**src/rtl/vga_timing_pkg.sv**
```systemverilog
// Shared constants for the VGA raster generator: VESA 1024x768@60 timing,
// derived frame geometry and counter widths.
package vga_timing_pkg;

  localparam int CNT_W  = 12;
  localparam int FCNT_W = 16;

  localparam int H_ACTIVE = 1024;
  localparam int H_FP     = 24;
  localparam int H_SYNC   = 136;
  localparam int H_BP     = 160;
  localparam int V_ACTIVE = 768;
  localparam int V_FP     = 3;
  localparam int V_SYNC   = 6;
  localparam int V_BP     = 29;
  localparam bit HS_POL   = 1'b0;
  localparam bit VS_POL   = 1'b0;

  function automatic int axis_total(int active, int fp, int sync, int bp);
    return active + fp + sync + bp;
  endfunction

  localparam int H_TOTAL = axis_total(H_ACTIVE, H_FP, H_SYNC, H_BP);
  localparam int V_TOTAL = axis_total(V_ACTIVE, V_FP, V_SYNC, V_BP);

endpackage

```
**src/rtl/vga_timing_gen_if.sv**
```systemverilog
// Raster timing bundle handed from the timing generator to the first draw stage.
interface vga_timing_gen_if;
  import vga_timing_pkg::*;

  logic [CNT_W-1:0]  hcount;
  logic [CNT_W-1:0]  vcount;
  logic              hsync;
  logic              vsync;
  logic              hblnk;
  logic              vblnk;
  logic              frame_start;
  logic [FCNT_W-1:0] frame_cnt;

  modport master (output hcount, vcount, hsync, vsync, hblnk, vblnk, frame_start, frame_cnt);
  modport slave  (input  hcount, vcount, hsync, vsync, hblnk, vblnk, frame_start, frame_cnt);

endinterface

```
**src/rtl/vga_axis_counter.sv**
```systemverilog
// One raster axis: wrapping position counter with registered blank/sync decoded
// from the next-state count, so decode and count always change on the same edge.
module vga_axis_counter
  import vga_timing_pkg::*;
#(
  parameter int ACTIVE = 1024,
  parameter int FP     = 24,
  parameter int SYNC   = 136,
  parameter int BP     = 160,
  parameter bit POL    = 1'b0
) (
  input  logic             pclk,
  input  logic             rst,
  input  logic             inc_i,
  output logic [CNT_W-1:0] cnt_o,
  output logic             blnk_o,
  output logic             sync_o,
  output logic             term_o
);

  localparam int TOTAL = axis_total(ACTIVE, FP, SYNC, BP);

  // One extra bit keeps the sync bounds exact even when a bound equals 2**CNT_W.
  localparam logic [CNT_W:0] LAST_W     = (CNT_W+1)'(TOTAL - 1);
  localparam logic [CNT_W:0] ACTIVE_W   = (CNT_W+1)'(ACTIVE);
  localparam logic [CNT_W:0] SYNC_BEG_W = (CNT_W+1)'(ACTIVE + FP);
  localparam logic [CNT_W:0] SYNC_END_W = (CNT_W+1)'(ACTIVE + FP + SYNC);

  logic [CNT_W-1:0] cnt_q, cnt_d;
  logic             blnk_q, blnk_d;
  logic             sync_q, sync_d;
  logic [CNT_W:0]   cnt_d_w;

  assign term_o = ({1'b0, cnt_q} == LAST_W);

  // NOTE: every always_comb output gets a default first, so no path can infer a latch.
  always_comb begin
    cnt_d = cnt_q;
    if (inc_i) begin
      cnt_d = term_o ? '0 : cnt_q + 1'b1;
    end
    cnt_d_w = {1'b0, cnt_d};
    blnk_d  = (cnt_d_w >= ACTIVE_W);
    sync_d  = ((cnt_d_w >= SYNC_BEG_W) && (cnt_d_w < SYNC_END_W)) ? POL : ~POL;
  end

  // NOTE: state registers use non-blocking assignments so all flops update together.
  always_ff @(posedge pclk) begin
    if (rst) begin
      cnt_q  <= '0;
      blnk_q <= 1'b0;
      sync_q <= ~POL;
    end else begin
      cnt_q  <= cnt_d;
      blnk_q <= blnk_d;
      sync_q <= sync_d;
    end
  end

  assign cnt_o  = cnt_q;
  assign blnk_o = blnk_q;
  assign sync_o = sync_q;

endmodule

```
**src/rtl/vga_timing_gen.sv**
```systemverilog
// Head of the VGA pipeline: horizontal/vertical raster timing plus a frame-start
// strobe and a free-running frame counter for animation pacing.
module vga_timing_gen
  import vga_timing_pkg::CNT_W;
  import vga_timing_pkg::FCNT_W;
#(
  parameter int H_ACTIVE = vga_timing_pkg::H_ACTIVE,
  parameter int H_FP     = vga_timing_pkg::H_FP,
  parameter int H_SYNC   = vga_timing_pkg::H_SYNC,
  parameter int H_BP     = vga_timing_pkg::H_BP,
  parameter int V_ACTIVE = vga_timing_pkg::V_ACTIVE,
  parameter int V_FP     = vga_timing_pkg::V_FP,
  parameter int V_SYNC   = vga_timing_pkg::V_SYNC,
  parameter int V_BP     = vga_timing_pkg::V_BP,
  parameter bit HS_POL   = vga_timing_pkg::HS_POL,
  parameter bit VS_POL   = vga_timing_pkg::VS_POL
) (
  input  logic                     pclk,
  input  logic                     rst,
  input  logic                     en_i,
  vga_timing_gen_if.master         vga_o
);

  logic              h_term, v_term;
  logic              frame_wrap;
  logic              frame_start_q, frame_start_d;
  logic [FCNT_W-1:0] frame_cnt_q, frame_cnt_d;

  vga_axis_counter #(
    .ACTIVE (H_ACTIVE), .FP (H_FP), .SYNC (H_SYNC), .BP (H_BP), .POL (HS_POL)
  ) u_h_axis (
    .pclk   (pclk),
    .rst    (rst),
    .inc_i  (en_i),
    .cnt_o  (vga_o.hcount),
    .blnk_o (vga_o.hblnk),
    .sync_o (vga_o.hsync),
    .term_o (h_term)
  );

  vga_axis_counter #(
    .ACTIVE (V_ACTIVE), .FP (V_FP), .SYNC (V_SYNC), .BP (V_BP), .POL (VS_POL)
  ) u_v_axis (
    .pclk   (pclk),
    .rst    (rst),
    .inc_i  (en_i & h_term),
    .cnt_o  (vga_o.vcount),
    .blnk_o (vga_o.vblnk),
    .sync_o (vga_o.vsync),
    .term_o (v_term)
  );

  // The strobe follows only an enabled step out of the last pixel, so a frozen
  // raster drops it after one cycle and reset's (0,0) never raises it.
  always_comb begin
    frame_wrap    = en_i & h_term & v_term;
    frame_start_d = frame_wrap;
    frame_cnt_d   = frame_cnt_q + FCNT_W'(frame_wrap);
  end

  always_ff @(posedge pclk) begin
    if (rst) begin
      frame_start_q <= 1'b0;
      frame_cnt_q   <= '0;
    end else begin
      frame_start_q <= frame_start_d;
      frame_cnt_q   <= frame_cnt_d;
    end
  end

  assign vga_o.frame_start = frame_start_q;
  assign vga_o.frame_cnt   = frame_cnt_q;

endmodule

```
**src/flat_wrapper.sv**
```systemverilog
// flat-port wrapper written by rule: the top's interface ports become plain ports
module vga_timing_gen_flat import vga_timing_pkg::CNT_W; import vga_timing_pkg::FCNT_W;
#(
  parameter int H_ACTIVE = vga_timing_pkg::H_ACTIVE,
  parameter int H_FP     = vga_timing_pkg::H_FP,
  parameter int H_SYNC   = vga_timing_pkg::H_SYNC,
  parameter int H_BP     = vga_timing_pkg::H_BP,
  parameter int V_ACTIVE = vga_timing_pkg::V_ACTIVE,
  parameter int V_FP     = vga_timing_pkg::V_FP,
  parameter int V_SYNC   = vga_timing_pkg::V_SYNC,
  parameter int V_BP     = vga_timing_pkg::V_BP,
  parameter bit HS_POL   = vga_timing_pkg::HS_POL,
  parameter bit VS_POL   = vga_timing_pkg::VS_POL
)
  (pclk, rst, en_i, vga_o_hcount, vga_o_vcount, vga_o_hsync, vga_o_vsync, vga_o_hblnk, vga_o_vblnk, vga_o_frame_start, vga_o_frame_cnt);
  vga_timing_gen_if vga_o_i ();
  input  logic pclk;
  input  logic rst;
  input  logic en_i;
  output wire logic [$bits(vga_o_i.hcount)-1:0] vga_o_hcount;
  output wire logic [$bits(vga_o_i.vcount)-1:0] vga_o_vcount;
  output wire logic [$bits(vga_o_i.hsync)-1:0] vga_o_hsync;
  output wire logic [$bits(vga_o_i.vsync)-1:0] vga_o_vsync;
  output wire logic [$bits(vga_o_i.hblnk)-1:0] vga_o_hblnk;
  output wire logic [$bits(vga_o_i.vblnk)-1:0] vga_o_vblnk;
  output wire logic [$bits(vga_o_i.frame_start)-1:0] vga_o_frame_start;
  output wire logic [$bits(vga_o_i.frame_cnt)-1:0] vga_o_frame_cnt;
  assign vga_o_hcount = vga_o_i.hcount;
  assign vga_o_vcount = vga_o_i.vcount;
  assign vga_o_hsync = vga_o_i.hsync;
  assign vga_o_vsync = vga_o_i.vsync;
  assign vga_o_hblnk = vga_o_i.hblnk;
  assign vga_o_vblnk = vga_o_i.vblnk;
  assign vga_o_frame_start = vga_o_i.frame_start;
  assign vga_o_frame_cnt = vga_o_i.frame_cnt;
  vga_timing_gen #(.H_ACTIVE(H_ACTIVE), .H_FP(H_FP), .H_SYNC(H_SYNC), .H_BP(H_BP), .V_ACTIVE(V_ACTIVE), .V_FP(V_FP), .V_SYNC(V_SYNC), .V_BP(V_BP), .HS_POL(HS_POL), .VS_POL(VS_POL)) u_core (.pclk(pclk), .rst(rst), .en_i(en_i), .vga_o(vga_o_i));
endmodule
```
**config.mk**
```make
export PLATFORM = sky130hd
export DESIGN_NAME = vga_timing_gen_flat
export DESIGN_NICKNAME = d
export VERILOG_FILES = /design/src/rtl/vga_timing_pkg.sv /design/src/rtl/vga_timing_gen_if.sv /design/src/rtl/vga_axis_counter.sv /design/src/rtl/vga_timing_gen.sv /design/src/flat_wrapper.sv
export SDC_FILE = /design/constraint.sdc
export NUM_CORES = 1
export LEC_CHECK = 0
export CAP_MARGIN = 20
export CORE_UTILIZATION = 30
export DETAILED_ROUTE_END_ITERATION = 16
export HOLD_SLACK_MARGIN = 0.02
export PLACE_DENSITY = 0.52
export SLEW_MARGIN = 5
export SYNTH_ARGS = -nofsm -noshare
export SYNTH_HDL_FRONTEND = slang
export SYNTH_SLANG_ARGS = --single-unit
```
**constraint.sdc**
```tcl
create_clock -name pclk -period 2.8 [get_ports pclk]
set_clock_uncertainty 0.15 [all_clocks]
set_input_delay 0.56 -clock pclk [delete_from_list [all_inputs] [get_ports pclk]]
set_output_delay 0.56 -clock pclk [all_outputs]
set_load 0.03 [all_outputs]
```
### Word-level counts from Yosys, hierarchy flattened

Index checks and enable logic that the tools add are counted.
W data, S select, Z words.

* add/subtract/negate cells: 3
* $lt $le $gt $ge: 6
* equal/unequal tests: 2
* muxes and demuxes: 6
* bitwise operators: 2
* reductions and logical operators: 2

Operator list (count)
* $mux W12: 4
* $add A12 B1 Y12 const B: 2
* $ge A12 B10 Y1 const B: 2
* $ge A12 B11 Y1 const B: 2
* $add A16 B1 Y16: 1
* $eq A12 B10 Y1 const B: 1
* $eq A12 B11 Y1 const B: 1
* $lt A12 B10 Y1 const B: 1
* $lt A12 B11 Y1 const B: 1
* $and A1 B1 Y1: 2
* $logic_and A1 B1 Y1: 2
* $mux W1: 2

* register bits: 45
* logic and storage cells: 29

### Longest topological paths before layout

Gate-level depths: netlist of the first run.

* depth in word-level cells: 6
* gate-level depth with buffers: 13
* gate-level depth less buffers: 13

### Modules after synthesis

A second synthesis of the first run with hierarchy kept.

* cell total of the unflattened synthesis: 296
* area, all modules: 2553.7 µm²

By module, submodules not included
* vga_axis_counter at u_core.u_v_axis: times used 1, cells an instance 108, area an instance 880.8 µm², seq. area each 280.3 µm²
* vga_axis_counter at u_core.u_h_axis: times used 1, cells an instance 101, area an instance 878.3 µm², seq. area each 280.3 µm²
* vga_timing_gen: times used 1, cells an instance 87, area an instance 794.5 µm², seq. area each 340.3 µm²

### Worst setup path before layout of the first run

OpenSTA, ideal clock, no wires.

* path kind: register -> register
* from: register u_core.u_h_axis.cnt_q[0] (netlist: u_core.u_h_axis.cnt_o[0])
* to: register u_core.frame_cnt_q[10] (netlist: u_core.vga_o.frame_cnt[10])
* setup time: 70 ps
* arrival time: 2716 ps
* data required time: 2580 ps
* slack: -137 ps
* stages on the path, launching flop included: 11
* path buffers: 0
* clock period less this slack: 2937 ps
* cells stage by stage: dfxtp_1 -> ha_1 -> nand2_1 -> nor4_4 -> or2b_1 -> inv_1 -> ha_1 -> ha_1 -> nand3_1 -> or3_1 -> a21oi_1

* word-level cells in the longest chain between the ends: 4

Ends and longest elaborated chain
* start, declared: RTL line vga_axis_counter.sv:29 `logic [CNT_W-1:0] cnt_q, cnt_d;`
* start signal, assigned: RTL line vga_axis_counter.sv:54 `cnt_q <= cnt_d;`
* $eq A12 B11 Y1: RTL line vga_axis_counter.sv:34 `assign term_o = ({1'b0, cnt_q} == LAST_W);`
* $and A1 B1 Y1 (2 in a row): RTL line vga_timing_gen.sv:56 `frame_wrap = en_i & h_term & v_term;`
* named net u_core.frame_start_d: RTL line vga_timing_gen.sv:26 `logic frame_start_q, frame_start_d;`
* $add A16 B1 Y16: RTL line vga_timing_gen.sv:58 `frame_cnt_d = frame_cnt_q + FCNT_W'(frame_wrap);`
* end signal, assigned: RTL line vga_timing_gen.sv:67 `frame_cnt_q <= frame_cnt_d;`
* end, declared: RTL line vga_timing_gen.sv:27 `logic [FCNT_W-1:0] frame_cnt_q, frame_cnt_d;`

The timed path passes the listed nets, and every way through them passes these cells.
A chain may end at the register's enable or synchronous reset.

### Final worst setup path of the first run

* from: register u_core.u_h_axis.cnt_q[0] (netlist: u_core.u_h_axis.cnt_o[0])
* to: register u_core.u_v_axis.sync_q (netlist: u_core.u_v_axis.sync_o)

* word-level cells in the longest chain between the ends: 6

Ends and longest elaborated chain
* $eq A12 B11 Y1 (*): RTL line vga_axis_counter.sv:34
* $and A1 B1 Y1 (*): RTL line vga_timing_gen.sv:46 `.inc_i (en_i & h_term),`
* $mux W12 (*): RTL line vga_axis_counter.sv:39 `if (inc_i) begin`
* $ge A12 B10 Y1 or $lt A12 B10 Y1 (tied branches): RTL line vga_axis_counter.sv:44 `sync_d = ((cnt_d_w >= SYNC_BEG_W) && (cnt_d_w < SYNC_END_W)) ? POL : ~POL;`
* $logic_and A1 B1 Y1 (*): RTL line vga_axis_counter.sv:44
* $mux W1 (*): RTL line vga_axis_counter.sv:44
* end signal, assigned: RTL line vga_axis_counter.sv:52 `sync_q <= ~POL;`
* end signal, assigned: RTL line vga_axis_counter.sv:56 `sync_q <= sync_d;`
* end, declared: RTL line vga_axis_counter.sv:31 `logic sync_q, sync_d;`

Every way passes the cells marked *; elsewhere a longest branch is shown, timed or not.

==> impl_metrics.ini, run 1 <==
[clock_tree]
cts_hold_buffers = 0
cts.clk_slew.worst_paths_ns = 0.09
h-tree-depth = 2
cts_made_buffers = 5
root_buffer = clkbuf_8
cts_tree = yes
cts_num_sinks = 45
clk_latency_ns = 0.30
clockBufferDepth = 2

[grt]
grt_overflow = 0
grt_pass1_vias = 2015
grt_pass1_wl_um = 9340
grt.total_usage = 0.153
grt_max_degree = 30
grt_antenna_before_repair = 0

[power_and_ir_drop]
peakVddDrop_uv = 192
leakage_nw = 1.16
powerDensity_nw_per_um2 = 343

[critical_path]
reg2reg_depth = 8
worstSetupStartpointType = register
critPathKind = register to register
arrival_ns = 2.64
r2r_slack_ns = 0.21
path_max_fanout = 5
required_ns = 2.84
end_kind = register

[drt]
drtIter0Drc = 90
wl_per_cell_um = 12.5
dr.pass1.iters = 6
wirelength_um = 5480
drc = 0
vias = 2063
avgViaCountPerCell = 4.70
ant_nets = 0

[sta]
fin_tns_setup_ns = 0
finalCriticalPeriod_ns = 2.59
finalHoldViolCount = 0
period_share = 0.926
rsz0062_at_grt = no
max_freq_mhz = 385
max-slew-margin-rel = 0.619
tightest_slew_ns = 0.564
drv_slew = 0
holdWs_ns = 0.359
setup_violations = 0

[layout]
insertedDiodeCount = 0
fillers = 756
nets = 347
fin_cells = 439
final_cell_area_um2 = 3160
drive_gt1_frac = 0.174
area_delta_synth_final_pct = 41.5

[flow_run]
drv_cap = 0

[run_status]
outcome = completed

[placed_design]
place_inst = 429
place.detailed.hpwl_um = 4100
finalWeightedCongestion = 0.813
place_area_um2 = 3040
io_buffers = 47

[floorplan]
initial_core_util = 0.310
die_w_um = 88.3
die_h_um = 88.3
rows = 31
die_area_um2 = 7800
boundaryPins = 48
coreArea_um2 = 7210

[min_path]
min_path_cells = 2
hold_class = register to register

[logic_synthesis]
synth_top_area_frac = 0.403
synthTopCellsByArea = dfxtp_1, nor2_1, xor2_1
yosys_most_used_dff = dfxtp_1
ys_seq_elements = 45
synth_cell_types = 48
synthesis.nets = 268
yosysWarnings = 0
synth.cell_area_um2 = 2230
seq_area_frac_synth = 0.403
synth_edf_count = 0
synth_cells = 260
async_flop_share = 0
post_synth.cell_area_avg_um2 = 8.59
synth_top_cell_by_area = dfxtp_1
-- cell type report --
cell class	instances	area (um^2)	share of cell area
Clock buffer	6	72.6	0.0230
Clock inverter	2	15.0	0.00475
Tap cell	99	124	0.0392
Inverter	6	22.5	0.00712
Multi-Input combinational cell	199	1290	0.407
Timing Repair Buffer	82	736	0.233
Sequential cell	45	906	0.287
-- worst max-delay path: stages, from the launching register on --
cell and delay [ns]:
dfxtp_2 0.39, ha_1 0.24, nand2_2 0.10, nor4_4 0.28, buf_4 0.17, nand4_2 0.10
mux2_1 0.33, or4_1 0.47, a211o_1 0.27
-- metal layers --
layer,routed length (um),vias up,GRT usage,share of wire
met5,0,-,0,0
met4,61,0,0.0587,0.011
met3,229,6,0.0299,0.042
met2,2500,39,0.240,0.45
met1,2700,953,0.209,0.49
li1,-,1065,-,-
-- synth_stat cells (2+ instances only) --
| cell | number |
|---|---|
| dfxtp_1 | 45 |
| nor2_1 | 42 |
| nand3_1 | 21 |
| xor2_1 | 18 |
| nand2_1 | 14 |
| xnor2_1 | 13 |
| nand4_1 | 10 |
| a21oi_1 | 8 |
| and3_1 | 6 |
| inv_1 | 6 |
| o21ai_0 | 6 |
| clkbuf_1 | 5 |
| ha_1 | 5 |
| nor2b_1 | 5 |
| nor3_1 | 4 |
| or3_1 | 4 |
| buf_2 | 3 |
| mux2i_1 | 3 |
| nand2b_1 | 3 |
| nor4_1 | 3 |
| a22oi_1 | 2 |
| a32oi_1 | 2 |
| and2_1 | 2 |
| and4_1 | 2 |
| nand4_2 | 2 |
| nor4bb_1 | 2 |
| or2b_1 | 2 |
| or4_1 | 2 |
-- report_power, final --
part,internal [mW],switching [mW]
logic,0.0126,0.0217
clock network,0.176,0.228
registers,0.642,0.00371
total,0.831,0.253
-- layout by cell type (no fill, tap or decap), drive strengths merged, types with 4 or more instances in the layout --
master          n
ha              5
inv             6
xnor2          13
nor2           42
nand2          14
nor4            4
clkdlybuf4s50  46
buf            35
nor2b           5
nand4          12
o21ai           6
dfxtp          45
or3             4
nand3          21
xor2           18
clkbuf          6
nor3            4
and3            6
a21oi           8
-- registers in the layout, indices dropped and copies added, names as in the netlist --
register                  count
u_core.vga_o.frame_cnt       16
u_core.vga_o.frame_start      1
u_core.u_h_axis.blnk_o        1
u_core.u_v_axis.cnt_o        12
u_core.u_h_axis.sync_o        1
u_core.u_v_axis.sync_o        1
u_core.u_v_axis.blnk_o        1
u_core.u_h_axis.cnt_o        12
-- cell families (layout without fill, tap and decap cells) --
logic type	Yosys count	after routing	share of synthesized area
and+or+nand+nor	132	132	0.319
DFF	45	45	0.403
xor gates and xnor gates	31	31	0.122
AOI/OAI and AO/OA	27	27	0.0778
buffers and inverters	16	96	0.0319
adders and majority gates	5	5	0.0280
muxes	4	4	0.0185
-- stage by stage --
step | power, mW | setup slack, ns | util
4_1_cts | 1.10 | 0.0581 | 0.434
6_report | 1.08 | 0.206 | 0.438
5_1_grt | 1.13 | 0.0257 | 0.438
2_1_floorplan | 0.679 | 0.00488 | -
3_3_place_gp | 0.696 | -0.313 | 0.421
3_5_place_dp | 0.695 | -0.344 | 0.421
-- path summary, 6_finish.rpt --
kind	endpoint	startpoint
worst max-delay path	u_core.u_v_axis.sync_o	u_core.u_h_axis.cnt_o[0]
worst min-delay path	u_core.vga_o.frame_cnt[10]	u_core.vga_o.frame_cnt[10]
worst max register to register	u_core.u_v_axis.sync_o	u_core.u_h_axis.cnt_o[0]
worst min register to register	u_core.vga_o.frame_cnt[10]	u_core.vga_o.frame_cnt[10]
-- repair_timing --
action | CTS | global route
gates resized for setup | 0 | 7
pin swaps | 1 | 3
endpoints found under the setup margin | 4 | 7
setup buffers | 1 | 1
Power figures use the tool's default switching activity.
==> run 2, diff against run 1 <==
==> constraint.sdc (replaced) <==
create_clock -name pclk -period 2.8 [get_ports pclk]
set_clock_uncertainty 0.15 [all_clocks]
set_input_delay 0.28 -clock pclk [delete_from_list [all_inputs] [get_ports pclk]]
set_output_delay 0.28 -clock pclk [all_outputs]
set_load 0.03 [all_outputs]
==> run 2 against run 1 <==
Compared with the run above:
- utilization rose by 0.24 points
- combinational power grew 12%
- die area unchanged
- clock-buffer cell count did not move
- maximum frequency is 0.89% lower
- first-iteration DRC count down 11%
- critical endpoint unchanged
==> impl_metrics.ini, run 2 (same netlist as run 1, synthesis figures left out) <==
[clock_tree]
clk_latency_ns = 0.29
cts_num_sinks = 45
cts_made_buffers = 5
root_buffer = clkbuf_8
clockBufferDepth = 2
cts.clk_slew.worst_paths_ns = 0.09
cts_tree = yes
h-tree-depth = 2

[critical_path]
crit_start = u_core.u_h_axis.cnt_o[1]
max_stage_delay_ns = 0.47
arrival_ns = 2.66
r2r_slack_ns = 0.18
required_ns = 2.84
reg2reg_from = u_core.u_h_axis.cnt_o[1]
worstSetupStartpointType = register
end_kind = register
critPathKind = register to register
path_max_fanout = 5
slowest_stage = or4_1
path_cells = ha_1 -> nand2_1 -> nor4_4 -> buf_4 -> nand4_2 -> mux2_1 -> or4_1 -> a211o_1

[floorplan]
initial_core_util = 0.310
die_w_um = 88.3
die_area_um2 = 7800
rows = 31
die_h_um = 88.3
boundaryPins = 48
coreArea_um2 = 7210

[drt]
avgViaCountPerCell = 4.80
wl_per_cell_um = 12.9
vias = 2107
ant_nets = 0
drc = 0
wirelength_um = 5680
dr.pass1.iters = 4
drtIter0Drc = 80

[power_and_ir_drop]
clock_power_share = 0.433
p_sw_mw = 0.256
swShare = 0.213
leakage_nw = 1.18
p_seq_frac = 0.535
peakVddDrop_uv = 186
powerDensity_nw_per_um2 = 378
power_frac_comb = 0.032
internal-power_mw = 0.947

[sta]
finalWorstSetupSlack_ns = 0.183
tightest_slew_ns = 0.431
period_share = 0.935
finalCriticalPeriod_ns = 2.62
setup_violations = 0
drv_slew = 0
max_freq_mhz = 382
finalHoldViolCount = 0
rsz0062_at_grt = no
max-slew-margin-rel = 0.713

[placed_design]
pre_cts_slack_ns = -0.0400
io_buffers = 47
place_inst = 430
place.detailed.hpwl_um = 4270
finalWeightedCongestion = 0.800

[layout]
largest_register_ffs = 16
layout_commonest_cell = clkdlybuf4s50_1
nets = 347
layout_common_cells = clkdlybuf4s50_1, nor2_1, dfxtp_1
area_delta_synth_final_pct = 42.3
insertedDiodeCount = 0
fin_cells = 439
drive_gt1_frac = 0.165

[run_status]
outcome = completed

[min_path]
hold_class = register to register
worstHoldStart = u_core.vga_o.frame_cnt[10]

[flow_run]
drv_cap = 0

[grt]
grt_max_degree = 17
grt_antenna_before_repair = 0
grt_pass1_wl_um = 9380
grt_overflow = 0
grt_pass1_vias = 1951
grt.total_usage = 0.155
[run 2: layout make-up]
class | instances | area [um^2]
Fill cell | 774 | 4040
Tap cell | 99 | 124
Clock inverter | 2 | 37.5
Timing Repair Buffer | 82 | 733
Multi-Input combinational cell | 199 | 1270
Sequential cell | 45 | 906
Clock buffer | 6 | 82.6
Inverter | 6 | 22.5
[run 2: metal layers]
layer  vias up  wire, um  global-route usage
met2        45      2620               0.250
met3         5       252              0.0326
met1       987      2750               0.206
li1       1070         -                   -
met4         0        62              0.0543
met5         -         0                   0
[run 2: power groups by stage]
stage	sequential [mW]	clock (mW)	combinational (mW)
6_report	0.644	0.521	0.0384
5_1_grt	0.644	0.567	0.0428
4_1_cts	0.644	0.539	0.0390
3_5_place_dp	0.659	0	0.0386
3_3_place_gp	0.659	0	0.0388
2_1_floorplan	0.664	0	0.0154
[run 2: worst paths after layout]
path | to | depth (start not counted)
worst min-delay path | u_core.vga_o.frame_cnt[10] | 2
worst min register to register | u_core.vga_o.frame_cnt[10] | 2
worst max register to register | u_core.u_v_axis.sync_o | 8
worst max-delay path | u_core.u_v_axis.sync_o | 8
[run 2: metrics by stage]
step	hold WS (ns)	util	setup TNS (ns)	instance area (um^2)	power (mW)
after CTS	0.370	0.438	0	3160	1.22
after global placement	0.341	0.422	-0.0277	3040	0.698
after detailed placement	0.357	0.422	-0.121	3040	0.698
final	0.367	0.441	0	3180	1.20
after global routing	0.402	0.441	0	3180	1.25
after floorplan	0.319	-	0	2240	0.679
[run 2: critical path: cells and delay by family (launching register included)]
| family | cells | cell delay [ns] |
|---|---|---|
| buffers and inverters | 1 | 0.17 |
| adder cells (fa/ha/maj) | 1 | 0.22 |
| flip-flops | 1 | 0.37 |
| multiplexers | 1 | 0.33 |
| AO/OA/AOI/OAI | 1 | 0.27 |
| AND/OR/NAND/NOR | 4 | 1.00 |
[run 2: timing repair]
action,CTS,global route
setup buffers,0,1
resized for setup,0,2
endpoints found under the setup margin,0,6
hold buffers,0,0
